--- src/rtl/note_sequencer_pkg.sv ---
// Mode encodings and default timing shared by the note sequencer and the keyboard decode.
package note_sequencer_pkg;

  typedef enum logic [1:0] {
    MODE_CLAMP  = 2'b00,
    MODE_WRAP   = 2'b01,
    MODE_BOUNCE = 2'b10,
    MODE_HOLD   = 2'b11
  } mode_e;

  // 0.5 s per beat at 100 MHz
  localparam int DEFAULT_BASE_TICKS = 50_000_000;

endpackage

--- src/rtl/note_sequencer_if.sv ---
// Command pulses from the keyboard decode and the sequencer state fed to the tone lookup.
interface note_sequencer_if #(
  parameter int NOTE_W = 5,
  parameter int SPD_W  = 2
) ();

  logic                      asc;
  logic                      dsc;
  logic                      fast;
  logic                      slow;
  logic                      pause;
  note_sequencer_pkg::mode_e mode;
  logic [NOTE_W-1:0]         note_idx;
  logic                      dir;
  logic [SPD_W-1:0]          speed;
  logic                      beat;
  logic                      at_end;

  modport master (
    output asc, dsc, fast, slow, pause, mode,
    input  note_idx, dir, speed, beat, at_end
  );

  modport slave (
    input  asc, dsc, fast, slow, pause, mode,
    output note_idx, dir, speed, beat, at_end
  );

endinterface

--- src/rtl/note_sequencer_beat_timer.sv ---
// Beat period counter: step pulses combinationally on the last tick of each period.
// No backpressure; pause freezes the count, clr restarts it and masks that edge's step.
module note_sequencer_beat_timer #(
  parameter int BASE_TICKS = note_sequencer_pkg::DEFAULT_BASE_TICKS,
  parameter int NUM_SPEEDS = 4,
  parameter int SPD_W      = 2,
  parameter int CNT_W      = 32
) (
  input  logic             clk,
  input  logic             rst,
  input  logic             pause,
  input  logic [SPD_W-1:0] speed,
  input  logic             clr,
  output logic             step
);

  localparam longint unsigned MAX_PERIOD = longint'(BASE_TICKS) * longint'(NUM_SPEEDS);

  if (CNT_W < 64 && MAX_PERIOD > (64'd1 << CNT_W)) begin : g_cnt_w_too_small
    $error("note_sequencer_beat_timer: CNT_W too narrow for BASE_TICKS*NUM_SPEEDS");
  end

  logic [CNT_W-1:0] cnt;
  logic [CNT_W-1:0] period_m1;
  logic             last_tick;

  assign period_m1 = CNT_W'(BASE_TICKS) * (CNT_W'(speed) + CNT_W'(1)) - CNT_W'(1);
  assign last_tick = (cnt == period_m1);
  assign step      = last_tick & ~pause & ~clr;

  always_ff @(posedge clk) begin
    if (rst) begin
      cnt <= '0;
    end else if (clr) begin
      cnt <= '0;
    end else if (!pause) begin
      cnt <= last_tick ? '0 : cnt + CNT_W'(1);
    end
  end

endmodule

--- src/rtl/note_sequencer.sv ---
// Steps a note index once per beat in clamp/wrap/bounce/hold modes; beat strobes one cycle after each step.
// No backpressure: command pulses are consumed in the cycle they arrive, pause is a level.
module note_sequencer
  import note_sequencer_pkg::*;
#(
  parameter int NOTE_W     = 5,
  parameter int NUM_NOTES  = 29,
  parameter int BASE_TICKS = DEFAULT_BASE_TICKS,
  parameter int NUM_SPEEDS = 4,
  parameter int SPD_W      = 2,
  parameter int CNT_W      = 32
) (
  input logic              clk,
  input logic              rst,
  note_sequencer_if.slave  bus
);

  localparam logic [NOTE_W-1:0] TOP_IDX = NOTE_W'(NUM_NOTES - 1);
  localparam logic [NOTE_W-1:0] ONE     = NOTE_W'(1);
  localparam logic [SPD_W-1:0]  SPD_MAX = SPD_W'(NUM_SPEEDS - 1);

  logic              step;
  logic              spd_up;
  logic              spd_dn;
  logic              spd_chg;
  logic              at_top;
  logic              at_bot;
  logic [NOTE_W-1:0] note_fwd;
  logic [NOTE_W-1:0] note_back;
  logic [NOTE_W-1:0] note_nxt;
  logic              dir_nxt;

  // Opposing speed requests cancel; saturated requests leave the beat phase alone
  assign spd_dn  = bus.fast & ~bus.slow & (bus.speed != '0);
  assign spd_up  = bus.slow & ~bus.fast & (bus.speed != SPD_MAX);
  assign spd_chg = spd_up | spd_dn;

  note_sequencer_beat_timer #(
    .BASE_TICKS (BASE_TICKS),
    .NUM_SPEEDS (NUM_SPEEDS),
    .SPD_W      (SPD_W),
    .CNT_W      (CNT_W)
  ) u_beat_timer (
    .clk   (clk),
    .rst   (rst),
    .pause (bus.pause),
    .speed (bus.speed),
    .clr   (spd_chg),
    .step  (step)
  );

  assign at_top     = (bus.note_idx == TOP_IDX);
  assign at_bot     = (bus.note_idx == '0);
  assign bus.at_end = (bus.dir & at_top) | (~bus.dir & at_bot);

  assign note_fwd  = bus.dir ? bus.note_idx + ONE : bus.note_idx - ONE;
  assign note_back = bus.dir ? bus.note_idx - ONE : bus.note_idx + ONE;

  always_comb begin
    note_nxt = bus.note_idx;
    dir_nxt  = bus.dir;
    // A single position has nowhere to move, in any mode
    if (step && NUM_NOTES > 1) begin
      case (bus.mode)
        MODE_CLAMP: begin
          if (!bus.at_end) note_nxt = note_fwd;
        end
        MODE_WRAP: begin
          if (bus.at_end) note_nxt = bus.dir ? '0 : TOP_IDX;
          else            note_nxt = note_fwd;
        end
        MODE_BOUNCE: begin
          if (bus.at_end) begin
            note_nxt = note_back;
            dir_nxt  = ~bus.dir;
          end else begin
            note_nxt = note_fwd;
          end
        end
        default: note_nxt = bus.note_idx;
      endcase
    end
    // Explicit direction commands take priority over a bounce turnaround
    if (bus.asc)      dir_nxt = 1'b1;
    else if (bus.dsc) dir_nxt = 1'b0;
  end

  always_ff @(posedge clk) begin
    if (rst) begin
      bus.note_idx <= '0;
      bus.dir      <= 1'b1;
      bus.speed    <= '0;
      bus.beat     <= 1'b0;
    end else begin
      bus.note_idx <= note_nxt;
      bus.dir      <= dir_nxt;
      bus.beat     <= step;
      if (spd_up)      bus.speed <= bus.speed + SPD_W'(1);
      else if (spd_dn) bus.speed <= bus.speed - SPD_W'(1);
    end
  end

endmodule

--- src/flat_wrapper.sv ---
// flat-port wrapper written by rule: the top's interface ports become plain ports
module note_sequencer_flat import note_sequencer_pkg::*;
#(
  parameter int NOTE_W     = 5,
  parameter int NUM_NOTES  = 29,
  parameter int BASE_TICKS = DEFAULT_BASE_TICKS,
  parameter int NUM_SPEEDS = 4,
  parameter int SPD_W      = 2,
  parameter int CNT_W      = 32
)
  (clk, rst, bus_asc, bus_dsc, bus_fast, bus_slow, bus_pause, bus_mode, bus_note_idx, bus_dir, bus_speed, bus_beat, bus_at_end);
  note_sequencer_if #(.NOTE_W(NOTE_W), .SPD_W(SPD_W)) bus_i ();
  input logic clk;
  input logic rst;
  input wire logic [$bits(bus_i.asc)-1:0] bus_asc;
  input wire logic [$bits(bus_i.dsc)-1:0] bus_dsc;
  input wire logic [$bits(bus_i.fast)-1:0] bus_fast;
  input wire logic [$bits(bus_i.slow)-1:0] bus_slow;
  input wire logic [$bits(bus_i.pause)-1:0] bus_pause;
  input wire logic [$bits(bus_i.mode)-1:0] bus_mode;
  output wire logic [$bits(bus_i.note_idx)-1:0] bus_note_idx;
  output wire logic [$bits(bus_i.dir)-1:0] bus_dir;
  output wire logic [$bits(bus_i.speed)-1:0] bus_speed;
  output wire logic [$bits(bus_i.beat)-1:0] bus_beat;
  output wire logic [$bits(bus_i.at_end)-1:0] bus_at_end;
  assign bus_i.asc = bus_asc;
  assign bus_i.dsc = bus_dsc;
  assign bus_i.fast = bus_fast;
  assign bus_i.slow = bus_slow;
  assign bus_i.pause = bus_pause;
  assign bus_i.mode = bus_mode;
  assign bus_note_idx = bus_i.note_idx;
  assign bus_dir = bus_i.dir;
  assign bus_speed = bus_i.speed;
  assign bus_beat = bus_i.beat;
  assign bus_at_end = bus_i.at_end;
  note_sequencer #(.NOTE_W(NOTE_W), .NUM_NOTES(NUM_NOTES), .BASE_TICKS(BASE_TICKS), .NUM_SPEEDS(NUM_SPEEDS), .SPD_W(SPD_W), .CNT_W(CNT_W)) u_core (.clk(clk), .rst(rst), .bus(bus_i));
endmodule
--- config.mk ---
export PLATFORM = sky130hd
export DESIGN_NAME = note_sequencer_flat
export DESIGN_NICKNAME = d
export VERILOG_FILES = /design/src/rtl/note_sequencer_pkg.sv /design/src/rtl/note_sequencer_if.sv /design/src/rtl/note_sequencer_beat_timer.sv /design/src/rtl/note_sequencer.sv /design/src/flat_wrapper.sv
export SDC_FILE = /design/constraint.sdc
export NUM_CORES = 1
export LEC_CHECK = 0
export ABC_CLOCK_PERIOD_IN_PS = 6520
export CORE_ASPECT_RATIO = 0.8
export CORE_MARGIN = 1
export CORE_UTILIZATION = 45
export CTS_CLUSTER_DIAMETER = 50
export DETAILED_ROUTE_END_ITERATION = 10
export SLEW_MARGIN = 20
export SYNTH_ARGS = -nofsm -noshare
export SYNTH_HDL_FRONTEND = slang
export SYNTH_SLANG_ARGS = --single-unit
--- constraint.sdc ---
create_clock -name clk -period 6.52 [get_ports clk]
set_clock_uncertainty 0.1 [all_clocks]
set_input_delay 1.304 -clock clk [delete_from_list [all_inputs] [get_ports clk]]
set_output_delay 1.304 -clock clk [all_outputs]
set_load 0.02 [all_outputs]
**Word-level counts from Yosys, hierarchy flattened**

Cells that the tools add are included.

- Bitwise logic cells: 15
- Add/sub/neg operators: 7
- Multiply operators: 1
- Muxes and demuxes: 14
- Eq/ne operators: 6
- Reductions and logical operators: 12

Operator list:

| cell | number |
|---|---|
| adder 32 x 1 -> 32 bit (second input constant) | 1 |
| == test 32 bit | 1 |
| multiplier 19 x 32 -> 25 bit (first input constant) | 1 |
| two-way mux 32 bit | 1 |
| subtractor 32 x 1 -> 32 bit (second input constant) | 1 |
| two-way mux 5 bit | 6 |
| case mux 5 bit (3 select lines) | 1 |
| nonzero test 2 bit | 5 |
| bitwise AND 1 bit | 8 |
| AND reduction 3 bit | 2 |
| adder 5 x 1 -> 5 bit (second input constant) | 1 |
| == test 5 bit (second input constant) | 1 |
| logical NOT 5 bit | 1 |
| inverter 1 bit | 5 |
| subtractor 5 x 1 -> 5 bit (second input constant) | 1 |
| two-way mux 1 bit | 4 |
| two-way mux 2 bit | 2 |
| != test 2 bit (second input constant) | 2 |
| OR reduction 2 bit | 2 |
| adder 2 x 1 -> 3 bit (second input constant) | 1 |
| nonzero test 3 bit | 1 |
| adder 2 x 1 -> 2 bit (second input constant) | 1 |
| == test 2 x 1 -> 1 bit (second input constant) | 1 |
| == test 2 bit (second input constant) | 1 |
| 3 further kinds | 4 |

- Output and inout port bits: 10
- Bits in registers: 41

**Longest topological paths before layout**

Gate-level depths: netlist (run 1).

- Depth in word-level cells: 8
- Depth in mapped cells: 16
- Depth with buffers taken out: 12

**By module**

A second synthesis (run 1) with hierarchy kept.

- Cells, all modules: 325
- Area total of the unflattened synthesis: 2,758.9 sq um

Modules (own cells, without submodules):

| module | area each (sq um) | instances | cells each | sequential area each (sq um) |
|---|---|---|---|---|
| note_sequencer_beat_timer | 2,021.9 | 1 | 234 | 640.6 |
| note_sequencer | 737.0 | 1 | 91 | 180.2 |

**Worst setup path before layout (run 1)**

No wires, ideal clock.

- Path kind: reg-to-reg
- Start: register u_core.bus.speed[0]
- End: register u_core.u_beat_timer.cnt[24]
- Slack: 2.928 ns
- Arrival time: 3.358 ns
- Clock period less this slack: 3.592 ns
- Stages on the path, launching flop included: 16
- Path through: dfxtp_1 -> buf_2 -> inv_1 -> ha_1 -> ha_1 -> buf_2 -> inv_1 -> ha_1 -> nor4b_1 -> nand4_1 -> xnor3_1 -> nor3_4 -> and3_1 -> buf_4 -> buf_6 -> nor3_1

- Word-level cells in the longest chain between the ends: 5

RTL lines:

| element | line | text |
|---|---|---|
| start, declared | note_sequencer_if.sv:26 | `output note_idx, dir, speed, beat, at_end` |
| start signal, assigned | note_sequencer.sv:98 | `if (spd_up) bus.speed <= bus.speed + SPD_W'(1);` |
| start signal, assigned | note_sequencer.sv:99 | `else if (spd_dn) bus.speed <= bus.speed - SPD_W'(1);` |
| adder 2 x 1 -> 3 bit | note_sequencer_beat_timer.sv:27 | `assign period_m1 = CNT_W'(BASE_TICKS) * (CNT_W'(speed) + CNT_W'(1)) - CNT_W'(1);` |
| multiplier 19 x 32 -> 25 bit | note_sequencer_beat_timer.sv:27 |  |
| subtractor 32 x 1 -> 32 bit | note_sequencer_beat_timer.sv:27 |  |
| == test 32 bit | note_sequencer_beat_timer.sv:28 | `assign last_tick = (cnt == period_m1);` |
| two-way mux 32 bit | note_sequencer_beat_timer.sv:37 | `cnt <= last_tick ? '0 : cnt + CNT_W'(1);` |
| end signal, assigned | note_sequencer_beat_timer.sv:37 |  |
| end, declared | note_sequencer_beat_timer.sv:23 | `logic [CNT_W-1:0] cnt;` |

Parallel ways exist; a longest one is shown, timed or not.
A chain may end at the register's enable or synchronous reset.

**Worst setup path after layout (run 1)**

- Start: register u_core.bus.speed[0]
- End: register u_core.bus.dir

- Word-level cells in the longest chain between the ends: 8

RTL lines:

| element | line | text |
|---|---|---|
| adder 2 x 1 -> 3 bit | note_sequencer_beat_timer.sv:27 |  |
| multiplier 19 x 32 -> 25 bit | note_sequencer_beat_timer.sv:27 |  |
| subtractor 32 x 1 -> 32 bit | note_sequencer_beat_timer.sv:27 |  |
| == test 32 bit | note_sequencer_beat_timer.sv:28 |  |
| bitwise AND 1 bit | note_sequencer_beat_timer.sv:29 | `assign step = last_tick & ~pause & ~clr;` |
| bitwise AND 1 bit * | note_sequencer_beat_timer.sv:29 |  |
| nonzero test 2 bit (no line) * | - |  |
| AND reduction 3 bit (no line) * | - |  |
| end signal, assigned | note_sequencer.sv:96 | `bus.dir <= dir_nxt;` |
| end, declared | note_sequencer_if.sv:26 |  |

Mark *: on every way between the ends. The rest lies on a longest branch, timed or not.

==> impl_metrics.ini, run 1 <==
[route]
firstDrtPassIters = 4
wl_um = 7140
wl_met3_um = 244
drc = 0
via_per_inst = 5.63
dr_wl_met2_um = 2850
wl_met1_um = 4000
dr.first_iter.drc_count = 161
top_layer_used = met4
detail-route-antenna-nets = 0
wl_per_cell_um = 15.3
num_vias = 2627

[logic_synthesis]
synth_edf_count = 0
synth_largest_area_cell = dfxtp_1
seq_area_frac_synth_pct = 26.1
synth_top_cells_by_count = dfxtp_1 (41), nor3_1 (34), nor2_1 (29), xnor2_1 (27)
yosysMostFrequentCell = dfxtp_1
synth_area_leaders = dfxtp_1 (26%), ha_1 (8.8%), xnor2_1 (7.5%), nor3_1 (5.4%), xor2_1 (5.3%)
avgSynthCellArea_um2 = 8.38
synth_cells = 375
synth_seq_cells = 41
synth_top_area_share_pct = 26.1
ys_warn_count = 0
yosys.cell_types.count = 65
synthFlopType = dfxtp_1
syn_area_mm2 = 0.00314
async_reset_ff_share_pct = 0
syn-num-nets = 406

[pwr]
leakagePower_nw = 1.24
vdd_drop_max_mv = 0.0821
power_density_mw_per_mm2 = 168

[global_route]
grt_pass1_wl_um = 12000
grt_max_degree = 36
overflow = 0
track_usage_pct = 20.9
antenna_found_initial = 0
grt_pass1_vias = 2254

[run]
drv_cap = 0

[finish]
postLayoutCellArea_mm2 = 0.00341
drive_gt1_share_pct = 8.62
fillers = 628
fin_util_pct = 51.9
layout.nets = 413
antenna_cells = 0
syn_to_final_growth_pct = 8.48

[die]
die_x_um = 95.4
die-area_mm2 = 0.00732
start_util_pct = 47.8
rows = 26
chipHeight_um = 76.7
core_area_mm2 = 0.00657
ios = 19

[worst_setup_path]
end_kind = register
startpoint = u_core.bus.speed[0]$_SDFFE_PP0P_
crit_type = reg2reg
r2r-start = u_core.bus.speed[0]$_SDFFE_PP0P_
startpoint_type = register
r2r_slack_ns = 2.37
worstPathRequired_ns = 6.66
r2r_end = u_core.bus.dir$_SDFFE_PP1P_
crit_path_end = u_core.bus.dir$_SDFFE_PP1P_
r2r_cells = 11
crit_arrival_ns = 4.29
worst-path-max-fanout = 28

[sta]
fmax_mhz = 241
hold_viol_final = 0
worst_slew_pin_slew_ns = 0.727
tns_ns = 0
post-route-period-util_pct = 63.6
maxSlewViolCount = 0
setup_violations = 0
grt_setup_unrepaired = no
slew_headroom_pct = 51.5
period_needed_ns = 4.15

[hold_path]
worstHoldPathType = reg2reg

[placement]
port-buffer-count = 18
dpl-instance-area_mm2 = 0.00332
gp_congestion = 0.863
dp_hpwl_um = 5340

[clock_network]
post_cts_buffers = 0
cts_inserted_buffers = 5
worstSkewPairLatency_ns = 0.30
cts_resized = 0
clkSlewWorstSetupHoldPaths_ns = 0.09
cts.sinks = 41
cts_tree = yes
htreeDepth = 2
clk_path_buf_depth = 2
cts_root_buf = clkbuf_8
ctsHoldBuffers = 0

[status]
outcome = finished clean
==> final cells by class <==
class / count / area (um^2) / share of cell area [%]
Multi-Input combinational cell: 295 / 2140 / 62.7
Sequential cell: 41 / 821 / 24.1
Timing Repair Buffer: 18 / 180 / 5.29
Tap cell: 84 / 105 / 3.08
Clock buffer: 5 / 68.8 / 2.02
Inverter: 21 / 78.8 / 2.31
Clock inverter: 3 / 17.5 / 0.514
==> layer usage <==
metal / global-route usage, % / vias up
met2: 27.9 / 31
met4: 3.58 / 0
met1: 33.8 / 1245
met5: 0 / -
li1: - / 1347
met3: 4.56 / 4
==> state kept, by name, summed over array words and instances, names as in the netlist <==
register	cells
u_core.bus.speed	2
u_core.bus.dir	1
u_core.bus.beat	1
u_core.u_beat_timer.cnt	32
u_core.bus.note_idx	5
==> cells in the final DEF (no fill, tap or decap), types with 3 or more instances in the layout <==
master           instances
dfxtp_1                 41
nor3_1                  34
nor2_1                  29
xnor2_1                 27
nand2_1                 22
ha_1                    22
inv_1                   21
xor2_1                  19
clkdlybuf4s50_1         18
nand3_1                 14
nand4_1                 10
a21oi_1                  8
nor2b_1                  7
nor4_1                   6
or3_1                    5
o21ai_0                  5
and3_1                   5
mux2_2                   5
clkbuf_8                 5
mux2i_1                  4
a211oi_1                 4
a31oi_1                  4
a21boi_0                 4
nor3_2                   4
nor3b_1                  3
and3b_1                  3
nand2b_1                 3
==> how the worst min path moves through the flow <==
stage                                                  startpoint                                 endpoint  depth (start not counted)
after floorplan           u_core.u_beat_timer.cnt[1]$_SDFFE_PP0N_  u_core.u_beat_timer.cnt[1]$_SDFFE_PP0N_                          2
after global placement    u_core.u_beat_timer.cnt[1]$_SDFFE_PP0N_  u_core.u_beat_timer.cnt[1]$_SDFFE_PP0N_                          2
after detailed placement  u_core.u_beat_timer.cnt[1]$_SDFFE_PP0N_  u_core.u_beat_timer.cnt[1]$_SDFFE_PP0N_                          2
after CTS                 u_core.u_beat_timer.cnt[1]$_SDFFE_PP0N_  u_core.u_beat_timer.cnt[1]$_SDFFE_PP0N_                          2
after global routing      u_core.u_beat_timer.cnt[1]$_SDFFE_PP0N_  u_core.u_beat_timer.cnt[1]$_SDFFE_PP0N_                          2
final                     u_core.u_beat_timer.cnt[1]$_SDFFE_PP0N_  u_core.u_beat_timer.cnt[1]$_SDFFE_PP0N_                          2
==> worst max-delay path, cell delays in order (launching register included) <==
cell and delay (ns):
dfxtp_1 0.72, inv_1 0.20, ha_1 0.32, ha_1 0.51, inv_1 0.08, ha_1 0.34
nor4b_1 0.29, nand4_1 0.13, xnor3_1 0.26, nor3_4 0.29, and3_2 0.63, a211o_1 0.20
==> report_power, final <==
part / switching (W) / internal [W] / total, W
combinational: 0.0000817 / 0.0000607 / 0.000142
sequential: 0.00000926 / 0.000253 / 0.000262
clock: 0.0000932 / 0.0000739 / 0.000167
total: 0.000184 / 0.000387 / 0.000572
==> per-stage QoR <==
step | setup WS (ns) | total power, W | std cells | hold slack [ns]
floorplan | 2.93 | 0.000374 | 375 | 0.369
global placement | 2.11 | 0.000408 | 459 | 0.391
detailed placement | 1.97 | 0.000409 | 459 | 0.409
CTS | 1.96 | 0.000577 | 467 | 0.421
global route | 1.99 | 0.000609 | 467 | 0.442
finish | 2.37 | 0.000572 | 467 | 0.421
==> cells by family (layout without fill, tap and decap cells) <==
| group | count (synthesis) | in the layout | synth area share, % |
|---|---|---|---|
| flops | 41 | 41 | 26.1 |
| xor+xnor | 47 | 47 | 13.5 |
| compound gates | 45 | 45 | 10.8 |
| mux | 9 | 9 | 3.07 |
| fa+ha+maj | 22 | 22 | 8.76 |
| simple gates | 172 | 172 | 31.8 |
| buf+inv | 39 | 47 | 5.89 |
Note: power is estimated with default switching activity, not from simulation.
==> run 2: changes to the inputs <==
Settings changed: ABC_CLOCK_PERIOD_IN_PS 6520 to 4100.
Clock period 6.52 ns to 4.1 ns, I/O delays scaled along.
==> run 2 against run 1 <==
  * Setup slack got worse by 1.9 ns
  * Routed wire length increased by 0.48%
  * Clock-buffer cell count grew 1
  * Core utilization grew 0.95 points
  * Die area did not move
==> impl_metrics.ini, run 2 (synthesis gave the netlist of run 1 again) <==
[global_route]
grt_max_degree = 23
grt_pass1_vias = 2490
overflow = 0
grt_pass1_wl_um = 12200
antenna_found_initial = 0
track_usage_pct = 21.4

[route]
detail-route-antenna-nets = 0
drc = 0
wl_um = 7170
dr.first_iter.drc_count = 128
firstDrtPassIters = 5
num_vias = 2654
via_per_inst = 5.60
wl_per_cell_um = 15.1

[finish]
largest_reg_flops = 32
regMostFlops = u_core.u_beat_timer.cnt
fillers = 662
drive_gt1_share_pct = 10.0
final_cell_mix = dfxtp_1 (41), nor3_1 (34), nor2_1 (29)
layout.nets = 421
mostFrequentLayoutCell = dfxtp_1
syn_to_final_growth_pct = 10.5
top_regs = u_core.u_beat_timer.cnt: 32 flops, u_core.bus.note_idx: 5 flops, u_core.bus.speed: 2 flops
fin_util_pct = 52.8
antenna_cells = 0

[sta]
worst_slew_pin_slew_ns = 0.551
setup_violations = 0
timing.hold.ws_ns = 0.420
grt_setup_unrepaired = no
period_needed_ns = 3.63
hold_viol_final = 0
maxSlewViolCount = 0
fmax_mhz = 275
slew_headroom_pct = 62.9
tns_ns = 0
post-route-period-util_pct = 88.6

[die]
start_util_pct = 47.8
core_area_mm2 = 0.00657
die_x_um = 95.4
die-area_mm2 = 0.00732
ios = 19
chipHeight_um = 76.7
rows = 26

[worst_setup_path]
end_kind = register
startpoint = u_core.bus.speed[1]$_SDFFE_PP0P_
r2r_cells = 10
path_depth = 10
cp_slowest_cell = dfxtp_1
r2r_slack_ns = 0.47
crit_arrival_ns = 3.72
cp_num_buf_inv = 1
r2r-start = u_core.bus.speed[1]$_SDFFE_PP0P_
cpPeakStageDelay_ns = 0.55
crit_type = reg2reg
r2r_end = u_core.bus.note_idx[3]$_SDFFE_PP0P_
path_delay_family = simple AND/OR/NAND/NOR gates
cpMostUsedCell = ha_1
crit_path_end = u_core.bus.note_idx[3]$_SDFFE_PP0P_
worst-path-max-fanout = 10
worstPathRequired_ns = 4.19
startpoint_type = register
path_cells = inv_1, ha_1, xnor2_1, ha_1, nor4bb_1, a22oi_1, a211oi_1, nor2b_1, nand4_2, mux2_2

[clock_network]
cts_tree = yes
clk_path_buf_depth = 2
cts_resized = 0
clkSlewWorstSetupHoldPaths_ns = 0.08
post_cts_buffers = 0
worstSkewPairLatency_ns = 0.29
cts.sinks = 41
htreeDepth = 2
cts_root_buf = clkbuf_8
ctsHoldBuffers = 0
cts_inserted_buffers = 5

[pwr]
power_density_mw_per_mm2 = 268
vdd_drop_max_mv = 0.131
power_w = 0.000931
leakagePower_nw = 1.28

[run]
drv_cap = 0

[placement]
dp_hpwl_um = 5500
port-buffer-count = 18
gp_congestion = 0.904

[hold_path]
worstHoldPathType = reg2reg

[status]
outcome = finished clean
[run 2: layout make-up]
type | count | area, um^2 | area share [%]
flip-flops and latches | 41 | 821 | 23.6
multi-input cells | 295 | 2140 | 61.5
clock inverters | 1 | 7.51 | 0.216
repair buffers | 26 | 240 | 6.92
well taps | 84 | 105 | 3.03
inverters | 21 | 78.8 | 2.27
clock buffers | 6 | 82.6 | 2.38
[run 2: metal layers]
| layer | global-route usage (%) | wire [um] | up-vias |
|---|---|---|---|
| met5 | 0 | 0 | - |
| met4 | 4.93 | 30 | 0 |
| met3 | 3.57 | 339 | 2 |
| met2 | 29.6 | 2870 | 53 |
| met1 | 33.7 | 3940 | 1248 |
| li1 | - | - | 1351 |
[run 2: stage by stage]
stage | cells | setup slack (ns) | instance area, um^2
after CTS | 474 | 0.495 | 3470
final | 474 | 0.467 | 3470
after global routing | 474 | 0.121 | 3470
after detailed placement | 467 | 0.531 | 3380
after global placement | 467 | 0.485 | 3380
after floorplan | 375 | 0.508 | 3140
[run 2: worst min-delay path by stage]
stage,start,endpoint,slack (ns),depth (start not counted)
5_1_grt,u_core.u_beat_timer.cnt[1]$_SDFFE_PP0N_,u_core.u_beat_timer.cnt[1]$_SDFFE_PP0N_,0.45,2
4_1_cts,u_core.u_beat_timer.cnt[1]$_SDFFE_PP0N_,u_core.u_beat_timer.cnt[1]$_SDFFE_PP0N_,0.43,2
6_report,u_core.u_beat_timer.cnt[1]$_SDFFE_PP0N_,u_core.u_beat_timer.cnt[1]$_SDFFE_PP0N_,0.42,2
3_5_place_dp,u_core.u_beat_timer.cnt[1]$_SDFFE_PP0N_,u_core.u_beat_timer.cnt[1]$_SDFFE_PP0N_,0.40,2
2_1_floorplan,u_core.u_beat_timer.cnt[1]$_SDFFE_PP0N_,u_core.u_beat_timer.cnt[1]$_SDFFE_PP0N_,0.37,2
3_3_place_gp,u_core.u_beat_timer.cnt[1]$_SDFFE_PP0N_,u_core.u_beat_timer.cnt[1]$_SDFFE_PP0N_,0.39,2
[run 2: tightest hold or removal path: stages, from the launching register on]
cell and delay (ns):
dfxtp_1 0.35, nand2_1 0.08, a21oi_1 0.05
[run 2: power breakdown]
part	leakage [nW]	switching, W	internal, W	total (W)
clock network	0.0433	0.000147	0.000133	0.000281
registers	0.331	0.00000700	0.000402	0.000409
logic	0.907	0.000139	0.000103	0.000242
